### src/rtl/btb_pkg.sv
// Shared types and helpers for the set-associative branch target buffer.
package btb_pkg;

  // 2-bit saturating direction counter; MSB is the taken prediction.
  typedef logic [1:0] ctr_t;

  localparam ctr_t CTR_INIT_ALLOC = 2'b10;
  localparam ctr_t CTR_RESET      = 2'b01;

  // Move the counter one step toward the resolved direction, saturating at both ends.
  function automatic ctr_t sat_update(input ctr_t ctr, input logic taken);
    ctr_t result;
    result = ctr;
    if (taken) begin
      if (ctr != 2'b11) result = ctr + 2'b01;
    end else begin
      if (ctr != 2'b00) result = ctr - 2'b01;
    end
    return result;
  endfunction

endpackage

### src/rtl/btb_assoc_core_if.sv
// Fetch-side lookup, execute-side update and flush bundle for btb_assoc_core.
interface btb_assoc_core_if #(
  parameter int PC_W     = 32,
  parameter int TARGET_W = 32,
  parameter int NUM_WAYS = 2
);
  localparam int WAY_W = (NUM_WAYS > 1) ? $clog2(NUM_WAYS) : 1;

  logic                lk_valid_i;
  logic [PC_W-1:0]     lk_pc_i;
  logic                lk_valid_o;
  logic                lk_hit_o;
  logic [WAY_W-1:0]    lk_way_o;
  logic [TARGET_W-1:0] lk_target_o;
  logic                lk_taken_o;
  logic                upd_valid_i;
  logic [PC_W-1:0]     upd_pc_i;
  logic [TARGET_W-1:0] upd_target_i;
  logic                upd_taken_i;
  logic                flush_i;

  modport master (
    output lk_valid_i, lk_pc_i, upd_valid_i, upd_pc_i, upd_target_i, upd_taken_i, flush_i,
    input  lk_valid_o, lk_hit_o, lk_way_o, lk_target_o, lk_taken_o
  );

  modport slave (
    input  lk_valid_i, lk_pc_i, upd_valid_i, upd_pc_i, upd_target_i, upd_taken_i, flush_i,
    output lk_valid_o, lk_hit_o, lk_way_o, lk_target_o, lk_taken_o
  );

endinterface

### src/rtl/btb_victim_sel.sv
// Picks the way to allocate into: first free way, otherwise the round-robin pointer.
module btb_victim_sel
  import btb_pkg::*;
#(
  parameter int NUM_WAYS = 2,
  parameter int WAY_W    = 1
) (
  input  logic [NUM_WAYS-1:0] valid_i,
  input  logic [WAY_W-1:0]    ptr_i,
  output logic [WAY_W-1:0]    victim_o,
  output logic                from_ptr_o
);

  // Scan from the top down so the lowest-numbered invalid way is the last one written.
  always_comb begin
    victim_o   = ptr_i;
    from_ptr_o = 1'b1;
    for (int w = NUM_WAYS - 1; w >= 0; w--) begin
      if (!valid_i[w]) begin
        victim_o   = WAY_W'(w);
        from_ptr_o = 1'b0;
      end
    end
  end

endmodule

### src/rtl/btb_assoc_core.sv
// N-way set-associative branch target buffer: one-cycle registered lookup,
// single training port with allocate-on-taken-miss and round-robin replacement.
module btb_assoc_core
  import btb_pkg::*;
#(
  parameter int NUM_SETS = 8,
  parameter int NUM_WAYS = 2,
  parameter int PC_W     = 32,
  parameter int TARGET_W = 32
) (
  input logic             clk,
  input logic             rst_n,
  btb_assoc_core_if.slave bus
);

  localparam int IDX_W = $clog2(NUM_SETS);
  localparam int TAG_W = PC_W - IDX_W - 2;
  localparam int WAY_W = (NUM_WAYS > 1) ? $clog2(NUM_WAYS) : 1;

  typedef struct packed {
    logic                valid;
    logic [TAG_W-1:0]    tag;
    logic [TARGET_W-1:0] target;
    ctr_t                ctr;
  } entry_t;

  // Storage split so that only valid bits, counters and pointers carry a reset.
  logic [NUM_WAYS-1:0] valid_q  [NUM_SETS];
  ctr_t                ctr_q    [NUM_SETS][NUM_WAYS];
  logic [TAG_W-1:0]    tag_q    [NUM_SETS][NUM_WAYS];
  logic [TARGET_W-1:0] target_q [NUM_SETS][NUM_WAYS];
  logic [WAY_W-1:0]    ptr_q    [NUM_SETS];

  logic                lkValid_q, lkHit_q, lkTaken_q;
  logic [WAY_W-1:0]    lkWay_q;
  logic [TARGET_W-1:0] lkTarget_q;
  logic                lkHit_d, lkTaken_d;
  logic [WAY_W-1:0]    lkWay_d;
  logic [TARGET_W-1:0] lkTarget_d;

  logic [IDX_W-1:0]    lkIdx, updIdx;
  logic [TAG_W-1:0]    lkTag, updTag;
  logic                updHit;
  logic [WAY_W-1:0]    updHitWay, victimWay, wrWay, ptrNext;
  logic                victimFromPtr;
  entry_t              allocEntry;
  logic                unusedPcBits;

  assign lkIdx  = bus.lk_pc_i[IDX_W+1:2];
  assign lkTag  = bus.lk_pc_i[PC_W-1:IDX_W+2];
  assign updIdx = bus.upd_pc_i[IDX_W+1:2];
  assign updTag = bus.upd_pc_i[PC_W-1:IDX_W+2];
  assign unusedPcBits = ^{bus.lk_pc_i[1:0], bus.upd_pc_i[1:0]};

  // Lookup tag compare; descending scan makes the lowest hitting way win on a multi-hit.
  always_comb begin
    lkHit_d    = 1'b0;
    lkWay_d    = '0;
    lkTarget_d = '0;
    lkTaken_d  = 1'b0;
    for (int w = NUM_WAYS - 1; w >= 0; w--) begin
      if (bus.lk_valid_i && valid_q[lkIdx][w] && (tag_q[lkIdx][w] == lkTag)) begin
        lkHit_d    = 1'b1;
        lkWay_d    = WAY_W'(w);
        lkTarget_d = target_q[lkIdx][w];
        lkTaken_d  = ctr_q[lkIdx][w][1];
      end
    end
  end

  // Update-side tag compare, same lowest-way priority as the lookup.
  always_comb begin
    updHit    = 1'b0;
    updHitWay = '0;
    for (int w = NUM_WAYS - 1; w >= 0; w--) begin
      if (valid_q[updIdx][w] && (tag_q[updIdx][w] == updTag)) begin
        updHit    = 1'b1;
        updHitWay = WAY_W'(w);
      end
    end
  end

  btb_victim_sel #(
    .NUM_WAYS (NUM_WAYS),
    .WAY_W    (WAY_W)
  ) uVictimSel (
    .valid_i    (valid_q[updIdx]),
    .ptr_i      (ptr_q[updIdx]),
    .victim_o   (victimWay),
    .from_ptr_o (victimFromPtr)
  );

  assign wrWay   = updHit ? updHitWay : victimWay;
  assign ptrNext = (ptr_q[updIdx] == WAY_W'(NUM_WAYS - 1)) ? '0 : ptr_q[updIdx] + WAY_W'(1);
  assign allocEntry = '{valid: 1'b1, tag: updTag, target: bus.upd_target_i, ctr: CTR_INIT_ALLOC};

  // Valid bits, counters and victim pointers; flush wins over a same-cycle update.
  always_ff @(posedge clk or negedge rst_n) begin
    if (!rst_n) begin
      for (int s = 0; s < NUM_SETS; s++) begin
        valid_q[s] <= '0;
        ptr_q[s]   <= '0;
        for (int w = 0; w < NUM_WAYS; w++) ctr_q[s][w] <= CTR_RESET;
      end
    end else if (bus.flush_i) begin
      for (int s = 0; s < NUM_SETS; s++) begin
        valid_q[s] <= '0;
        ptr_q[s]   <= '0;
      end
    end else if (bus.upd_valid_i) begin
      if (updHit) begin
        ctr_q[updIdx][wrWay] <= sat_update(ctr_q[updIdx][wrWay], bus.upd_taken_i);
      end else if (bus.upd_taken_i) begin
        valid_q[updIdx][wrWay] <= allocEntry.valid;
        ctr_q[updIdx][wrWay]   <= allocEntry.ctr;
        if (victimFromPtr) ptr_q[updIdx] <= ptrNext;
      end
    end
  end

  // Tag and target arrays need no reset; a stale entry is never visible while invalid.
  always_ff @(posedge clk) begin
    if (!bus.flush_i && bus.upd_valid_i && bus.upd_taken_i) begin
      target_q[updIdx][wrWay] <= allocEntry.target;
      if (!updHit) tag_q[updIdx][wrWay] <= allocEntry.tag;
    end
  end

  // Registered lookup result, read from pre-update contents.
  always_ff @(posedge clk or negedge rst_n) begin
    if (!rst_n) begin
      lkValid_q  <= 1'b0;
      lkHit_q    <= 1'b0;
      lkWay_q    <= '0;
      lkTarget_q <= '0;
      lkTaken_q  <= 1'b0;
    end else begin
      lkValid_q  <= bus.lk_valid_i;
      lkHit_q    <= lkHit_d;
      lkWay_q    <= lkWay_d;
      lkTarget_q <= lkTarget_d;
      lkTaken_q  <= lkTaken_d;
    end
  end

  assign bus.lk_valid_o  = lkValid_q;
  assign bus.lk_hit_o    = lkHit_q;
  assign bus.lk_way_o    = lkWay_q;
  assign bus.lk_target_o = lkTarget_q;
  assign bus.lk_taken_o  = lkTaken_q;

endmodule

### src/flat_wrapper.sv
// flat-port wrapper written by rule: the top's interface ports become plain ports
module btb_assoc_core_flat import btb_pkg::*;
#(
  parameter int NUM_SETS = 8,
  parameter int NUM_WAYS = 2,
  parameter int PC_W     = 32,
  parameter int TARGET_W = 32
)
  (clk, rst_n, bus_lk_valid_i, bus_lk_pc_i, bus_upd_valid_i, bus_upd_pc_i, bus_upd_target_i, bus_upd_taken_i, bus_flush_i, bus_lk_valid_o, bus_lk_hit_o, bus_lk_way_o, bus_lk_target_o, bus_lk_taken_o);
  btb_assoc_core_if #(.PC_W(PC_W), .TARGET_W(TARGET_W), .NUM_WAYS(NUM_WAYS)) bus_i ();
  input logic clk;
  input logic rst_n;
  input wire logic [$bits(bus_i.lk_valid_i)-1:0] bus_lk_valid_i;
  input wire logic [$bits(bus_i.lk_pc_i)-1:0] bus_lk_pc_i;
  input wire logic [$bits(bus_i.upd_valid_i)-1:0] bus_upd_valid_i;
  input wire logic [$bits(bus_i.upd_pc_i)-1:0] bus_upd_pc_i;
  input wire logic [$bits(bus_i.upd_target_i)-1:0] bus_upd_target_i;
  input wire logic [$bits(bus_i.upd_taken_i)-1:0] bus_upd_taken_i;
  input wire logic [$bits(bus_i.flush_i)-1:0] bus_flush_i;
  output wire logic [$bits(bus_i.lk_valid_o)-1:0] bus_lk_valid_o;
  output wire logic [$bits(bus_i.lk_hit_o)-1:0] bus_lk_hit_o;
  output wire logic [$bits(bus_i.lk_way_o)-1:0] bus_lk_way_o;
  output wire logic [$bits(bus_i.lk_target_o)-1:0] bus_lk_target_o;
  output wire logic [$bits(bus_i.lk_taken_o)-1:0] bus_lk_taken_o;
  assign bus_i.lk_valid_i = bus_lk_valid_i;
  assign bus_i.lk_pc_i = bus_lk_pc_i;
  assign bus_i.upd_valid_i = bus_upd_valid_i;
  assign bus_i.upd_pc_i = bus_upd_pc_i;
  assign bus_i.upd_target_i = bus_upd_target_i;
  assign bus_i.upd_taken_i = bus_upd_taken_i;
  assign bus_i.flush_i = bus_flush_i;
  assign bus_lk_valid_o = bus_i.lk_valid_o;
  assign bus_lk_hit_o = bus_i.lk_hit_o;
  assign bus_lk_way_o = bus_i.lk_way_o;
  assign bus_lk_target_o = bus_i.lk_target_o;
  assign bus_lk_taken_o = bus_i.lk_taken_o;
  btb_assoc_core #(.NUM_SETS(NUM_SETS), .NUM_WAYS(NUM_WAYS), .PC_W(PC_W), .TARGET_W(TARGET_W)) u_core (.clk(clk), .rst_n(rst_n), .bus(bus_i));
endmodule
### config.mk
export PLATFORM = sky130hd
export DESIGN_NAME = btb_assoc_core_flat
export DESIGN_NICKNAME = d
export VERILOG_FILES = /design/src/rtl/btb_pkg.sv /design/src/rtl/btb_assoc_core_if.sv /design/src/rtl/btb_victim_sel.sv /design/src/rtl/btb_assoc_core.sv /design/src/flat_wrapper.sv
export SDC_FILE = /design/constraint.sdc
export NUM_CORES = 1
export LEC_CHECK = 0
export BUFFER_PORTS_ARGS = -buffer_cell sky130_fd_sc_hd__buf_2
export CELL_PAD_IN_SITES_DETAIL_PLACEMENT = 1
export CELL_PAD_IN_SITES_GLOBAL_PLACEMENT = 2
export CORE_UTILIZATION = 49
export DETAILED_ROUTE_END_ITERATION = 7
export PLACE_DENSITY_LB_ADDON = 0.25
export RECOVER_POWER = 50
export SYNTH_ARGS = -nofsm -noshare
export SYNTH_HDL_FRONTEND = slang
export SYNTH_SLANG_ARGS = --single-unit
export TNS_END_PERCENT = 5
### constraint.sdc
create_clock -name clk -period 4.8 [get_ports clk]
set_clock_uncertainty 0.05 [all_clocks]
set_input_delay 0.72 -clock clk [delete_from_list [all_inputs] [get_ports clk]]
set_output_delay 0.72 -clock clk [all_outputs]
set_load 0.005 [all_outputs]
# Yosys cells after proc, flatten, opt, wreduce, memory -nomap -nowiden
# Memories as Yosys holds them, arrays and structs flattened.
# Cells that the tools add are included.
# word_totals
elab_cells	155
n_memories	2
ramBits	944
inputBits	102
register_bits	92
# memory_table
memory	words	word_bits	read_ports	rd_clocked_by_memory_dff	write_ports	line	text
u_core.target_q	8	64	1	0	1	btb_assoc_core.sv:31	logic [TARGET_W-1:0] target_q [NUM_SETS][NUM_WAYS];
u_core.tag_q	8	54	2	0	1	btb_assoc_core.sv:30	logic [TAG_W-1:0] tag_q [NUM_SETS][NUM_WAYS];
# op_classes
n_reduce_logical	20
bitwise	8
add_sub_neg	3
eq_ne	6
mux	72
magnitude_cmp	7
# ops
op	n
$mux W32	5
$eq A27 B27 Y1	4
$mux W16	4
$mux W64	1
$mux W54	1
$mux W8	5
$bwmux W32	1
$demux W32 S1	1
$or A16 B16 Y16	2
$mux W2	15
$demux W27 S1	1
$mux W27	1
$bmux W4 S3	2
$mux W1	21
$mux W4	5
$and A16 B16 Y16	1
$not A16 Y16	1
$bmux W2 S3	2
$demux W4 S3	1
$logic_and A1 B1 Y1	11
$reduce_bool A2 Y1	5
$bwmux W8	1
$ge A4 B4 Y1 const B	2
$not A3 Y4	2
other kinds (19)	21

# Longest topological paths before layout
# Gate-level depths: netlist of run 1.
# logic_depth
ltp_word	20
mapped_depth	15

# Modules after synthesis
# Synthesis of run 1 repeated with hierarchy kept, for this count alone.
# hier_totals
cells_unflattened	2278
hier_area_um2	44443.9
# modules_own_cells
module	area_each_um2	instances	cells_each
btb_assoc_core	44426.4	1	2275
btb_victim_sel	17.5	1	3

# Worst setup path before layout of run 1
# Ideal clock, no wire load.
# synth_timing
path_kind	input to register
startpoint	input port bus_upd_pc_i[3]
endpoint	memory u_core.target_q[0][0] in the netlist's numbering, enable pin
stages	10
t_arrival_ns	4.437
n_path_buf	3
slack_ns	-0.108
setup_ns	0.421
path_cell_list	buf_4 -> buf_4 -> buf_2 -> mux4_2 -> mux2i_1 -> xor2_1 -> nand4_1 -> nor4_4 -> o21ai_1 -> nor2_1
# synth_between
elab_chain_len	14
elab_cells_between_ends	25
cone_classes	order compare: 2; eq/ne: 2; mux: 15; bitwise: 2; reduce/logical: 3; memory: 1
# synth_rtl
item	line	text
start, declared	flat_wrapper.sv:16	input wire logic [$bits(bus_i.upd_pc_i)-1:0] bus_upd_pc_i;
branches (longest 14 deep; another with $mem_v2 Z8 W54)	--	
end, declared	btb_assoc_core.sv:31	
# Several ways; the timed one is not identified. The select of a mux whose other input is x is not followed.

# Worst setup path in the final report of run 1
# layout_timing
startpoint	input port bus_upd_pc_i[3]
endpoint	memory u_core.target_q[0][45] in the netlist's numbering, enable pin
# Same word-level chain as after synthesis.

==> run_summary.xml, run 1 <==
<?xml version="1.0" encoding="UTF-8"?>
<metrics>
  <group name="synthesis">
    <metric name="postSynthRegisterBits" unit="">1036</metric>
    <metric name="synth-edff-count" unit="">944</metric>
    <metric name="postSynthNetCount" unit="">2321</metric>
    <metric name="synth-compound-area-share" unit="%">2.57</metric>
    <metric name="synth_mux_area_share" unit="%">22.3</metric>
    <metric name="synthDistinctLibCells" unit="">60</metric>
    <metric name="synth_simple_gate_area_share" unit="%">2.22</metric>
    <metric name="synth-adder-area-share" unit="%">0.0905</metric>
    <metric name="biggest_area_contributors_in_the_synthesized_netlist" unit="">sky130_fd_sc_hd__edfxtp_1 64%, sky130_fd_sc_hd__mux4_2 16%, sky130_fd_sc_hd__dfrtp_1 4.3%</metric>
    <metric name="yosys_most_used_dff" unit="">sky130_fd_sc_hd__edfxtp_1</metric>
    <metric name="post_synth_inst_count" unit="">2219</metric>
    <metric name="ys_warn_count" unit="">0</metric>
    <metric name="synth_seq_area_share" unit="%">69.4</metric>
    <metric name="synth_largest_area_cell" unit="">sky130_fd_sc_hd__edfxtp_1</metric>
    <metric name="mappedNetlistArea" unit="µm²">44200</metric>
    <metric name="ys_async_sr_fraction" unit="%">8.88</metric>
    <metric name="synth_top_family_by_area" unit="">multiplexers</metric>
    <metric name="postSynthAreaPerCell" unit="µm²">19.9</metric>
    <metric name="synthXorXnorAreaFrac" unit="%">1.92</metric>
    <metric name="synth_top_area_share" unit="%">64.1</metric>
  </group>
  <group name="detailed_routing">
    <metric name="avgViaCountPerCell" unit="">6.33</metric>
    <metric name="drt-wirelength-per-cell" unit="µm">32.2</metric>
    <metric name="drt_iter0_markers" unit="">2183</metric>
    <metric name="first_pass_iters" unit="">5</metric>
    <metric name="postRouteWirelength" unit="mm">122</metric>
    <metric name="num_vias" unit="">23964</metric>
    <metric name="drc_errors" unit="">0</metric>
    <metric name="antenna_left" unit="">0</metric>
  </group>
  <group name="power_and_ir_drop">
    <metric name="sw_frac_of_total" unit="%">22.3</metric>
    <metric name="pwr-share-seq" unit="%">51.5</metric>
    <metric name="netSwitchingPower" unit="mW">4.30</metric>
    <metric name="p_per_area" unit="nW/µm²">371</metric>
    <metric name="clock_power_share" unit="%">41.7</metric>
    <metric name="ir_drop" unit="mV">0.393</metric>
    <metric name="p_int" unit="mW">15.0</metric>
    <metric name="share_comb_of_total_power" unit="%">6.8</metric>
    <metric name="total_leakage_power" unit="nW">17.4</metric>
  </group>
  <group name="worst_setup_path">
    <metric name="r2r_setup_slack" unit="ns">0.57</metric>
    <metric name="setup.worst_path.class" unit="">in -&gt; reg</metric>
    <metric name="crit_required" unit="ns">5.16</metric>
    <metric name="critical_path.reg2reg.endpoint" unit="">u_core.target_q[0][45]</metric>
    <metric name="max_stage_delay" unit="ns">0.61</metric>
    <metric name="worst_path_max_delay_cell" unit="">sky130_fd_sc_hd__nor4_1</metric>
    <metric name="crit_top_cell" unit="">sky130_fd_sc_hd__buf_12</metric>
    <metric name="worst_r2r_path_cells" unit="">11</metric>
    <metric name="reg2reg_from" unit="">u_core.tag_q[1][38]</metric>
    <metric name="worstPathArrival" unit="ns">4.72</metric>
    <metric name="origin_of_the_worst_setup_path" unit="">bus_upd_pc_i[3]</metric>
    <metric name="setup.worst_path.end_class" unit="">flop</metric>
    <metric name="critical_path.startpoint_type" unit="">primary input</metric>
    <metric name="capturing_instance_or_port_of_the_critical_path" unit="">u_core.target_q[0][45]</metric>
    <metric name="worst-path-max-fanout" unit="">19</metric>
    <metric name="path_cells" unit="">buf_4 &gt; buf_12 &gt; buf_12 &gt; mux4_2 &gt; mux2i_1 &gt; xnor2_1 &gt; nor4_1 &gt; buf_4 &gt; nand4_1 &gt; nor4_1 &gt; o211ai_1 &gt; buf_12 &gt; nor2_4 &gt; buf_12</metric>
  </group>
  <group name="layout">
    <metric name="fraction_of_layout_cells_with_a_size_suffix_above_1" unit="%">32.6</metric>
    <metric name="number_of_nets_in_the_finished_design" unit="">2628</metric>
    <metric name="num-fill-cells" unit="">7628</metric>
    <metric name="areaGrowthSynthToFinish" unit="%">17.4</metric>
    <metric name="stdcell_count" unit="">3784</metric>
    <metric name="final_util" unit="%">58.4</metric>
  </group>
  <group name="global_route">
    <metric name="grt_max_degree" unit="">69</metric>
    <metric name="wire_length_of_the_first_global_routing_pass" unit="mm">179</metric>
    <metric name="grt_antenna_before_repair" unit="">8</metric>
    <metric name="track_usage" unit="%">27.3</metric>
    <metric name="global_route.overflow_total" unit="">0</metric>
    <metric name="via_count_of_the_first_global_routing_pass" unit="">25927</metric>
  </group>
  <group name="outcome">
    <metric name="violations" unit="">max-capacitance violations, max-slew violations</metric>
    <metric name="run_status" unit="">finished, violations left</metric>
  </group>
  <group name="placed_design">
    <metric name="portbufs" unit="">133</metric>
    <metric name="gpl.final_weighted_congestion" unit="">0.875</metric>
    <metric name="placed_cells_incl_taps" unit="">3582</metric>
    <metric name="dp_hpwl" unit="mm">78.2</metric>
    <metric name="pre_cts_ws" unit="ns">-0.216</metric>
  </group>
  <group name="die">
    <metric name="ios" unit="">138</metric>
    <metric name="initial_core_util" unit="%">49.7</metric>
    <metric name="die-area" unit="µm²">91500</metric>
    <metric name="chipWidth" unit="µm">302</metric>
    <metric name="die_height" unit="µm">302</metric>
    <metric name="placeableCoreArea" unit="µm²">88900</metric>
    <metric name="floorplan.rows" unit="">109</metric>
  </group>
  <group name="timing">
    <metric name="slew_viol_final" unit="">69</metric>
    <metric name="rsz0062_at_grt" unit="">no</metric>
    <metric name="max-slew-margin-rel" unit="%">-171</metric>
    <metric name="layout_setup_ws" unit="ns">0.442</metric>
    <metric name="hold-worst-slack" unit="ns">0.356</metric>
    <metric name="finalWorstPathRequiredPeriod" unit="ns">4.36</metric>
    <metric name="worstMarginPinSlew" unit="ns">4.06</metric>
    <metric name="hold_viol_final" unit="">0</metric>
    <metric name="finalSetupViolations" unit="">0</metric>
    <metric name="fmax" unit="GHz">0.229</metric>
    <metric name="final.period_utilization" unit="%">90.8</metric>
  </group>
  <group name="worst_hold_path">
    <metric name="worst_hold_path_type" unit="">in -&gt; reg</metric>
    <metric name="hold_start" unit="">bus_lk_valid_i</metric>
  </group>
  <group name="clock_network">
    <metric name="post_cts_buffers" unit="">0</metric>
    <metric name="postCtsResizedCells" unit="">0</metric>
    <metric name="ctsRootBufferMaster" unit="">sky130_fd_sc_hd__clkbuf_16</metric>
    <metric name="clock_tree.htree_level_count" unit="">3</metric>
    <metric name="cts.path.max_buffers" unit="">3</metric>
    <metric name="cts-hold-fix-buffers" unit="">0</metric>
    <metric name="clock_sinks" unit="">1036</metric>
    <metric name="cts_buffers" unit="">107</metric>
    <metric name="skew_pair_late_insertion_delay" unit="ns">0.71</metric>
    <metric name="clkSlewWorstSetupHoldPaths" unit="ns">0.06</metric>
    <metric name="tritoncts" unit="">yes</metric>
  </group>
  <group name="run">
    <metric name="drv_cap" unit="">1</metric>
  </group>
</metrics>
-- layout make-up --
class | count | area, µm² | share of cell area, %
Clock inverter | 59 | 490 | 0.945
Multi-Input combinational cell | 1031 | 13100 | 25.3
Timing Repair Buffer | 330 | 3190 | 6.15
Inverter | 20 | 75.1 | 0.145
Clock buffer | 140 | 2890 | 5.57
Tap cell | 1165 | 1460 | 2.81
Antenna cell | 3 | 7.51 | 0.0145
Sequential cell | 1036 | 30700 | 59.1
-- through the flow --
stage | instance area (µm²) | power (mW) | setup TNS [ns]
global route | 51900 | 19.8 | 0
CTS | 52000 | 19.4 | 0
detailed placement | 48600 | 11.4 | -38.65
floorplan | 44200 | 10.9 | -27.73
finish | 51900 | 19.3 | 0
global placement | 48600 | 11.4 | -10.36
-- flip-flops by register name, summed over array words and instances, names as in the netlist --
register,cells
u_core.bus.lk_hit_o,1
u_core.bus.lk_taken_o,1
u_core.bus.lk_target_o,32
u_core.bus.lk_valid_o,1
u_core.bus.lk_way_o,1
u_core.ctr_q,32
u_core.ptr_q,8
u_core.tag_q,432
u_core.target_q,512
u_core.valid_q,16
-- worst min-delay path by stage --
stage,endpoint,slack [ns],cells after the start
2_1_floorplan,u_core.bus.lk_hit_o,0.37,0
3_3_place_gp,u_core.ctr_q[21],0.46,1
3_5_place_dp,u_core.ctr_q[9],0.48,1
4_1_cts,u_core.bus.lk_hit_o,0.12,1
5_1_grt,u_core.bus.lk_valid_o,0.35,1
6_report,u_core.bus.lk_valid_o,0.36,1
-- power groups by stage --
stage | clock, mW | combinational [mW] | sequential, mW
finish | 8.04 | 1.31 | 9.93
global route | 8.49 | 1.39 | 9.93
CTS | 8.20 | 1.32 | 9.93
detailed placement | 0 | 1.32 | 10.1
global placement | 0 | 1.28 | 10.1
floorplan | 0 | 0.756 | 10.1
-- synthesized netlist by cell type, types with 5 or more instances --
library cell and n:
sky130_fd_sc_hd__o22ai_1 23, sky130_fd_sc_hd__nand2_1 61, sky130_fd_sc_hd__mux2_2 75, sky130_fd_sc_hd__nand3_1 17, sky130_fd_sc_hd__a221o_1 7, sky130_fd_sc_hd__a22oi_1 26, sky130_fd_sc_hd__inv_1 18, sky130_fd_sc_hd__o31ai_1 34
sky130_fd_sc_hd__a221oi_1 13, sky130_fd_sc_hd__nor3_1 7, sky130_fd_sc_hd__mux2_1 6, sky130_fd_sc_hd__buf_2 38, sky130_fd_sc_hd__a211oi_1 5, sky130_fd_sc_hd__nor2_1 46, sky130_fd_sc_hd__nor4_1 17, sky130_fd_sc_hd__a22o_1 8
sky130_fd_sc_hd__edfxtp_1 944, sky130_fd_sc_hd__dfstp_2 16, sky130_fd_sc_hd__mux4_2 315, sky130_fd_sc_hd__a21o_1 5, sky130_fd_sc_hd__xor2_1 30, sky130_fd_sc_hd__and3_1 11, sky130_fd_sc_hd__buf_6 6, sky130_fd_sc_hd__nand4_1 12
sky130_fd_sc_hd__buf_1 25, sky130_fd_sc_hd__a21oi_1 6, sky130_fd_sc_hd__dfrtp_1 76, sky130_fd_sc_hd__mux2i_1 186, sky130_fd_sc_hd__xnor2_1 67, sky130_fd_sc_hd__nand2b_1 8, sky130_fd_sc_hd__clkbuf_1 59
-- routing by layer --
metal	share of wire (%)	routed length (µm)	up-vias	GRT usage (%)
met5	0.044	54	-	0
met4	2.3	2810	8	7.99
met3	7.0	8510	184	4.89
met2	49	60100	960	44.1
met1	41	50500	12943	38.2
li1	-	-	9869	-
-- critical path: cells and delay by family --
kind,cells,cell delay [ns]
and+or+nand+nor,4,1.50
buffers and inverters,6,1.33
muxes,2,0.72
AOI/OAI and AO/OA,1,0.25
xor gates and xnor gates,1,0.14
-- layout by cell type, fill, tap and decap left out, types with 30 or more instances in the layout --
| master | n |
|---|---|
| sky130_fd_sc_hd__edfxtp_1 | 944 |
| sky130_fd_sc_hd__mux4_2 | 315 |
| sky130_fd_sc_hd__mux2i_1 | 186 |
| sky130_fd_sc_hd__clkbuf_16 | 109 |
| sky130_fd_sc_hd__buf_4 | 107 |
| sky130_fd_sc_hd__clkbuf_1 | 102 |
| sky130_fd_sc_hd__buf_12 | 89 |
| sky130_fd_sc_hd__dfrtp_1 | 76 |
| sky130_fd_sc_hd__mux2_2 | 75 |
| sky130_fd_sc_hd__xnor2_1 | 67 |
| sky130_fd_sc_hd__nand2_1 | 61 |
| sky130_fd_sc_hd__buf_2 | 54 |
| sky130_fd_sc_hd__o31ai_1 | 34 |
| sky130_fd_sc_hd__nor2_4 | 33 |
| sky130_fd_sc_hd__xor2_1 | 30 |
-- logic make-up after synthesis --
| logic type | after synthesis |
|---|---|
| multiplexers | 582 |
| flip-flops | 1036 |
| AND/OR/NAND/NOR | 199 |
| buffers and inverters | 152 |
| XOR/XNOR | 97 |
| AO/OA/AOI/OAI | 149 |
| adder cells (fa/ha/maj) | 4 |
No activity file was read; power rests on OpenSTA's default activity.
==> run 2, diff against run 1 <==
CORE_UTILIZATION = 40   (was 49)
CTS_CLUSTER_DIAMETER = 40   (was unset)
clock period = 5.6 ns   (was 4.8 ns; I/O delays follow)
==> run_summary.xml, run 2 (synthesis gave the netlist of run 1 again) <==
<?xml version="1.0" encoding="UTF-8"?>
<metrics>
  <group name="outcome">
    <metric name="run_status" unit="">finished, violations left</metric>
    <metric name="violations" unit="">max-capacitance violations, max-slew violations</metric>
  </group>
  <group name="layout">
    <metric name="areaGrowthSynthToFinish" unit="%">22.3</metric>
    <metric name="largestRegisters" unit="">u_core.target_q (512), u_core.tag_q (432)</metric>
    <metric name="largest-register" unit="">u_core.target_q</metric>
    <metric name="num-fill-cells" unit="">9964</metric>
    <metric name="fraction_of_layout_cells_with_a_size_suffix_above_1" unit="%">35.1</metric>
    <metric name="number_of_flip_flops_in_the_largest_register" unit="">512</metric>
    <metric name="layout_commonest_cell" unit="">sky130_fd_sc_hd__edfxtp_1</metric>
    <metric name="final_cell_mix" unit="">944 x sky130_fd_sc_hd__edfxtp_1, 315 x sky130_fd_sc_hd__mux4_2, 186 x sky130_fd_sc_hd__mux2i_1</metric>
    <metric name="number_of_nets_in_the_finished_design" unit="">2648</metric>
  </group>
  <group name="worst_setup_path">
    <metric name="max_stage_delay" unit="ns">0.69</metric>
    <metric name="crit_required" unit="ns">6.05</metric>
    <metric name="critPathBufInv" unit="">6</metric>
    <metric name="setup.worst_path.class" unit="">in -&gt; reg</metric>
    <metric name="cpLargestDelayFamily" unit="">buffers and inverters</metric>
    <metric name="critical_path.startpoint_type" unit="">primary input</metric>
    <metric name="worst_path_max_delay_cell" unit="">sky130_fd_sc_hd__nor4_1</metric>
    <metric name="worst-path-max-fanout" unit="">27</metric>
    <metric name="setup.worst_path.end_class" unit="">flop</metric>
    <metric name="path_cells" unit="">buf_4 &gt; buf_4 &gt; mux4_2 &gt; mux2i_1 &gt; xnor2_1 &gt; nor4_1 &gt; buf_4 &gt; nand4_1 &gt; nor4_4 &gt; buf_12 &gt; nor2_1 &gt; o211ai_1 &gt; buf_12 &gt; nor2_4 &gt; buf_12</metric>
    <metric name="worstPathArrival" unit="ns">5.23</metric>
  </group>
  <group name="clock_network">
    <metric name="post_cts_buffers" unit="">0</metric>
    <metric name="cts.path.max_buffers" unit="">3</metric>
    <metric name="cts-hold-fix-buffers" unit="">0</metric>
    <metric name="clock_tree.htree_level_count" unit="">4</metric>
    <metric name="ctsRootBufferMaster" unit="">sky130_fd_sc_hd__clkbuf_16</metric>
    <metric name="postCtsResizedCells" unit="">0</metric>
    <metric name="clkSlewWorstSetupHoldPaths" unit="ns">0.06</metric>
    <metric name="skew_pair_late_insertion_delay" unit="ns">0.75</metric>
    <metric name="tritoncts" unit="">yes</metric>
    <metric name="clock_sinks" unit="">1036</metric>
    <metric name="cts_buffers" unit="">156</metric>
  </group>
  <group name="timing">
    <metric name="layout_setup_ws" unit="ns">0.818</metric>
    <metric name="hold_viol_final" unit="">0</metric>
    <metric name="worstMarginPinSlew" unit="ns">3.13</metric>
    <metric name="rsz0062_at_grt" unit="">no</metric>
    <metric name="finalWorstPathRequiredPeriod" unit="ns">4.78</metric>
    <metric name="slew_viol_final" unit="">51</metric>
    <metric name="fmax" unit="GHz">0.209</metric>
    <metric name="timing.setup.tns" unit="ns">0</metric>
    <metric name="final.period_utilization" unit="%">85.4</metric>
    <metric name="max-slew-margin-rel" unit="%">-109</metric>
    <metric name="finalSetupViolations" unit="">0</metric>
  </group>
  <group name="placed_design">
    <metric name="dp_hpwl" unit="mm">77.9</metric>
    <metric name="pre_cts_ws" unit="ns">0.0996</metric>
    <metric name="gpl.final_weighted_congestion" unit="">0.817</metric>
    <metric name="portbufs" unit="">133</metric>
  </group>
  <group name="detailed_routing">
    <metric name="drc_errors" unit="">0</metric>
    <metric name="antenna_left" unit="">0</metric>
    <metric name="drt-wirelength-per-cell" unit="µm">30.0</metric>
    <metric name="drt_iter0_markers" unit="">1904</metric>
    <metric name="avgViaCountPerCell" unit="">5.74</metric>
    <metric name="first_pass_iters" unit="">5</metric>
    <metric name="postRouteWirelength" unit="mm">125</metric>
    <metric name="num_vias" unit="">23813</metric>
  </group>
  <group name="global_route">
    <metric name="grt_antenna_before_repair" unit="">6</metric>
    <metric name="global_route.usage.met3" unit="%">4.59</metric>
    <metric name="grt_max_degree" unit="">74</metric>
    <metric name="global_route.overflow_total" unit="">0</metric>
    <metric name="wire_length_of_the_first_global_routing_pass" unit="mm">181</metric>
    <metric name="met2_usage" unit="%">36.1</metric>
    <metric name="grt.busiest_layer" unit="">met2</metric>
    <metric name="grt_use_met1" unit="%">31.2</metric>
    <metric name="track_usage" unit="%">22.6</metric>
    <metric name="via_count_of_the_first_global_routing_pass" unit="">25778</metric>
  </group>
  <group name="die">
    <metric name="initial_core_util" unit="%">40.5</metric>
    <metric name="die_height" unit="µm">335</metric>
    <metric name="die-area" unit="µm²">112000</metric>
    <metric name="floorplan.rows" unit="">121</metric>
    <metric name="ios" unit="">138</metric>
    <metric name="placeableCoreArea" unit="µm²">109000</metric>
    <metric name="chipWidth" unit="µm">335</metric>
  </group>
  <group name="power_and_ir_drop">
    <metric name="total_leakage_power" unit="nW">18.2</metric>
    <metric name="p_per_area" unit="nW/µm²">360</metric>
    <metric name="ir_drop" unit="mV">0.297</metric>
  </group>
  <group name="worst_hold_path">
    <metric name="worst_hold_path_type" unit="">reg -&gt; reg</metric>
  </group>
  <group name="run">
    <metric name="drv_cap" unit="">1</metric>
  </group>
</metrics>
==> run 2: area by class of cell <==
type / instances / area, µm² / area share, %
Clock inverter: 112 / 1270 / 2.35
Multi-Input combinational cell: 1031 / 13100 / 24.3
Sequential cell: 1036 / 30700 / 56.7
Inverter: 20 / 75.1 / 0.139
Clock buffer: 175 / 4070 / 7.52
Timing Repair Buffer: 301 / 3040 / 5.63
Antenna cell: 1 / 2.50 / 0.00463
Tap cell: 1476 / 1850 / 3.41
==> run 2: final timing paths <==
| path | from | to | slack (ns) | cells past startpoint |
|---|---|---|---|---|
| worst max-delay path | bus_upd_pc_i[2] | u_core.target_q[2][60] | 0.82 | 15 |
| worst min-delay path | u_core.ctr_q[7] | u_core.ctr_q[7] | 0.49 | 1 |
| worst max register to register | u_core.tag_q[1][38] | u_core.target_q[3][60] | 1.30 | 12 |
| worst min register to register | u_core.ctr_q[7] | u_core.ctr_q[7] | 0.49 | 1 |
| max in group asynchronous | rst_n | u_core.valid_q[7] | 1.69 | 2 |
| min in group asynchronous | rst_n | u_core.bus.lk_target_o[25] | 1.08 | 1 |
==> run 2: power by group <==
| part | switching, mW | leakage, nW | internal [mW] |
|---|---|---|---|
| registers | 0.0247 | 9.70 | 8.49 |
| clock network | 3.77 | 2.58 | 6.08 |
| logic | 0.644 | 5.91 | 0.457 |
| total | 4.44 | 18.2 | 15.0 |
==> run 2: worst reg2reg max path: stages, from the launching register on <==
cell                        delay (ns)
sky130_fd_sc_hd__edfxtp_1         0.38
sky130_fd_sc_hd__mux2_2           0.29
sky130_fd_sc_hd__o2bb2ai_1        0.13
sky130_fd_sc_hd__or4_1            0.57
sky130_fd_sc_hd__a2111oi_0        0.59
sky130_fd_sc_hd__buf_4            0.24
sky130_fd_sc_hd__nand4_1          0.25
sky130_fd_sc_hd__nor4_1           0.26
sky130_fd_sc_hd__buf_4            0.17
sky130_fd_sc_hd__o211ai_1         0.20
sky130_fd_sc_hd__buf_12           0.28
sky130_fd_sc_hd__nor2_4           0.39
sky130_fd_sc_hd__buf_12           0.20
==> run 2: routing by layer <==
metal,up-vias,routed length [µm]
met3,208,7140
met2,756,59900
met5,-,63
li1,9967,-
met1,12874,54700
met4,8,3010
==> run 2: through the flow <==
step	std cells	cell area, µm²	utilization (%)	total power, mW	hold WS, ns
3_5_place_dp	3864	48900	44.7	9.78	0.481
3_3_place_gp	3864	48900	44.7	9.76	0.457
4_1_cts	4151	54200	49.6	19.7	0.0937
5_1_grt	4152	54100	49.5	20.0	0.498
2_1_floorplan	2219	44200	-	9.31	0.427
6_report	4152	54100	49.5	19.5	0.493
==> run 3, diff against run 2 <==
CELL_PAD_IN_SITES_DETAIL_PLACEMENT = unset   (was 1)
CELL_PAD_IN_SITES_GLOBAL_PLACEMENT = unset   (was 2)
==> run_summary.xml, run 3 (synthesis gave the netlist of run 1 again) <==
<?xml version="1.0" encoding="UTF-8"?>
<metrics>
  <group name="global_route">
    <metric name="via_count_of_the_first_global_routing_pass" unit="">24855</metric>
    <metric name="track_usage" unit="%">21.4</metric>
    <metric name="wire_length_of_the_first_global_routing_pass" unit="mm">172</metric>
    <metric name="global_route.overflow_total" unit="">0</metric>
    <metric name="grt_antenna_before_repair" unit="">10</metric>
    <metric name="grt_max_degree" unit="">68</metric>
  </group>
  <group name="layout">
    <metric name="layout.area.seq" unit="µm²">30700</metric>
    <metric name="final_cell_mix" unit="">944 x sky130_fd_sc_hd__edfxtp_1, 315 x sky130_fd_sc_hd__mux4_2, 186 x sky130_fd_sc_hd__mux2i_1</metric>
    <metric name="finalInstanceArea" unit="µm²">53400</metric>
    <metric name="fraction_of_layout_cells_with_a_size_suffix_above_1" unit="%">34.5</metric>
    <metric name="largestRegisters" unit="">u_core.target_q (512), u_core.tag_q (432)</metric>
    <metric name="number_of_nets_in_the_finished_design" unit="">2636</metric>
    <metric name="largest-register" unit="">u_core.target_q</metric>
    <metric name="final_util" unit="%">48.9</metric>
    <metric name="areaGrowthSynthToFinish" unit="%">20.8</metric>
    <metric name="multiInputGateArea" unit="µm²">13100</metric>
    <metric name="layout_commonest_cell" unit="">sky130_fd_sc_hd__edfxtp_1</metric>
    <metric name="num-fill-cells" unit="">8918</metric>
    <metric name="number_of_flip_flops_in_the_largest_register" unit="">512</metric>
  </group>
  <group name="worst_setup_path">
    <metric name="origin_of_the_worst_setup_path" unit="">bus_upd_pc_i[2]</metric>
    <metric name="critical_path.startpoint_type" unit="">primary input</metric>
    <metric name="crit_required" unit="ns">6.04</metric>
    <metric name="reg2reg_from" unit="">u_core.tag_q[6][33]</metric>
    <metric name="worst_path_max_delay_cell" unit="">sky130_fd_sc_hd__nor2b_1</metric>
    <metric name="worstPathArrival" unit="ns">5.05</metric>
    <metric name="max_stage_delay" unit="ns">0.91</metric>
    <metric name="setup.worst_path.end_class" unit="">flop</metric>
    <metric name="path_cells" unit="">buf_4 &gt; buf_4 &gt; nor2b_1 &gt; buf_4 &gt; a22oi_1 &gt; a21oi_1 &gt; o22a_1 &gt; nand4_1 &gt; nor4_4 &gt; nor2_1 &gt; o211ai_1 &gt; buf_12 &gt; nor2_4 &gt; buf_12 &gt; buf_12</metric>
    <metric name="setup.worst_path.class" unit="">in -&gt; reg</metric>
    <metric name="worst-path-max-fanout" unit="">17</metric>
  </group>
  <group name="placed_design">
    <metric name="portbufs" unit="">133</metric>
    <metric name="gpl.final_weighted_congestion" unit="">0.857</metric>
    <metric name="pre_cts_ws" unit="ns">0.256</metric>
    <metric name="dpl-instance-area" unit="µm²">48800</metric>
    <metric name="dp_hpwl" unit="mm">74.4</metric>
  </group>
  <group name="timing">
    <metric name="finalWorstPathRequiredPeriod" unit="ns">4.61</metric>
    <metric name="slew_viol_final" unit="">50</metric>
    <metric name="timing.setup.tns" unit="ns">0</metric>
    <metric name="fmax" unit="GHz">0.217</metric>
    <metric name="finalSetupViolations" unit="">0</metric>
    <metric name="final.period_utilization" unit="%">82.3</metric>
    <metric name="rsz0062_at_grt" unit="">no</metric>
    <metric name="layout_setup_ws" unit="ns">0.991</metric>
    <metric name="hold_viol_final" unit="">0</metric>
    <metric name="worstMarginPinSlew" unit="ns">3.83</metric>
    <metric name="max-slew-margin-rel" unit="%">-155</metric>
  </group>
  <group name="clock_network">
    <metric name="cts-hold-fix-buffers" unit="">0</metric>
    <metric name="postCtsResizedCells" unit="">0</metric>
    <metric name="cts_buffers" unit="">139</metric>
    <metric name="ctsRootBufferMaster" unit="">sky130_fd_sc_hd__clkbuf_16</metric>
    <metric name="cts.path.max_buffers" unit="">3</metric>
    <metric name="skew_pair_late_insertion_delay" unit="ns">0.75</metric>
    <metric name="clkSlewWorstSetupHoldPaths" unit="ns">0.05</metric>
    <metric name="clock_tree.htree_level_count" unit="">4</metric>
    <metric name="post_cts_buffers" unit="">0</metric>
    <metric name="tritoncts" unit="">yes</metric>
    <metric name="clock_sinks" unit="">1036</metric>
  </group>
  <group name="detailed_routing">
    <metric name="drt_iter0_markers" unit="">2270</metric>
    <metric name="antenna_left" unit="">0</metric>
    <metric name="drc_errors" unit="">0</metric>
    <metric name="first_pass_iters" unit="">6</metric>
    <metric name="postRouteWirelength" unit="mm">119</metric>
    <metric name="avgViaCountPerCell" unit="">5.79</metric>
    <metric name="num_vias" unit="">23899</metric>
    <metric name="drt-wirelength-per-cell" unit="µm">28.8</metric>
  </group>
  <group name="worst_hold_path">
    <metric name="hold_start" unit="">bus_lk_valid_i</metric>
    <metric name="worst_hold_path_type" unit="">in -&gt; reg</metric>
  </group>
  <group name="power_and_ir_drop">
    <metric name="ir_drop" unit="mV">0.252</metric>
    <metric name="p_per_area" unit="nW/µm²">347</metric>
    <metric name="total_leakage_power" unit="nW">17.9</metric>
    <metric name="post-layout-total-power" unit="mW">18.5</metric>
  </group>
  <group name="die">
    <metric name="die-area" unit="µm²">112000</metric>
    <metric name="die_height" unit="µm">335</metric>
    <metric name="initial_core_util" unit="%">40.5</metric>
    <metric name="floorplan.rows" unit="">121</metric>
    <metric name="chipWidth" unit="µm">335</metric>
    <metric name="placeableCoreArea" unit="µm²">109000</metric>
    <metric name="ios" unit="">138</metric>
  </group>
  <group name="outcome">
    <metric name="run_status" unit="">finished, violations left</metric>
    <metric name="violations" unit="">max-capacitance violations, max-slew violations</metric>
  </group>
  <group name="run">
    <metric name="drv_cap" unit="">1</metric>
  </group>
</metrics>
==> run 3: changes by cell type in the layout (fill, tap and decap cells not counted), sizes merged <==
| cell | delta |
|---|---|
| clkbuf | -16 |
| clkinvlp | -2 |
| diode | +2 |
| bufinv | -1 |
| clkinv | -4 |
| inv | -12 |
| buf | +7 |
==> run 3: critical path, delay by kind of cell <==
family                 cells  cell delay (ns)
AOI/OAI and AO/OA          4             0.99
buffers and inverters      6             1.45
and+or+nand+nor            5             1.70
==> run 3: report_power, final <==
part	internal, mW	switching, mW
Sequential	8.49	0.0237
Combinational	0.452	0.635
Clock	5.46	3.49
Total	14.4	4.15
==> run 3: per-stage QoR <==
step / hold WS, ns / instances
after CTS: 0.145 / 4123
after detailed placement: 0.469 / 3869
after global routing: 0.290 / 4124
final: 0.317 / 4126
after global placement: 0.468 / 3869
after floorplan: 0.427 / 2219
==> run 3: path summary, 6_finish.rpt <==
kind,depth (start not counted),slack [ns],to
min in group asynchronous,1,1.37,u_core.bus.lk_way_o
max in group asynchronous,2,1.33,u_core.ctr_q[17]
worst max-delay path,15,0.99,u_core.target_q[4][53]
worst max register to register,13,1.57,u_core.target_q[6][23]
worst min-delay path,1,0.32,u_core.bus.lk_valid_o
worst min register to register,1,0.48,u_core.ctr_q[19]
==> run 3: layer usage <==
| layer | track usage, % | part of all wire (%) |
|---|---|---|
| met3 | 4.96 | 7.7 |
| met5 | 0 | 0.049 |
| met2 | 33.8 | 48 |
| met4 | 7.37 | 2.9 |
| met1 | 29.0 | 41 |
==> run 3: cell type report <==
class	count	share of cell area, %
antenna	3	0.0140
clock buffer	161	6.82
clock inverter	93	2.07
inverter	20	0.140
multi-input combinational	1031	24.6
sequential	1036	57.4
tap	1476	3.46
timing repair buffer	306	5.54
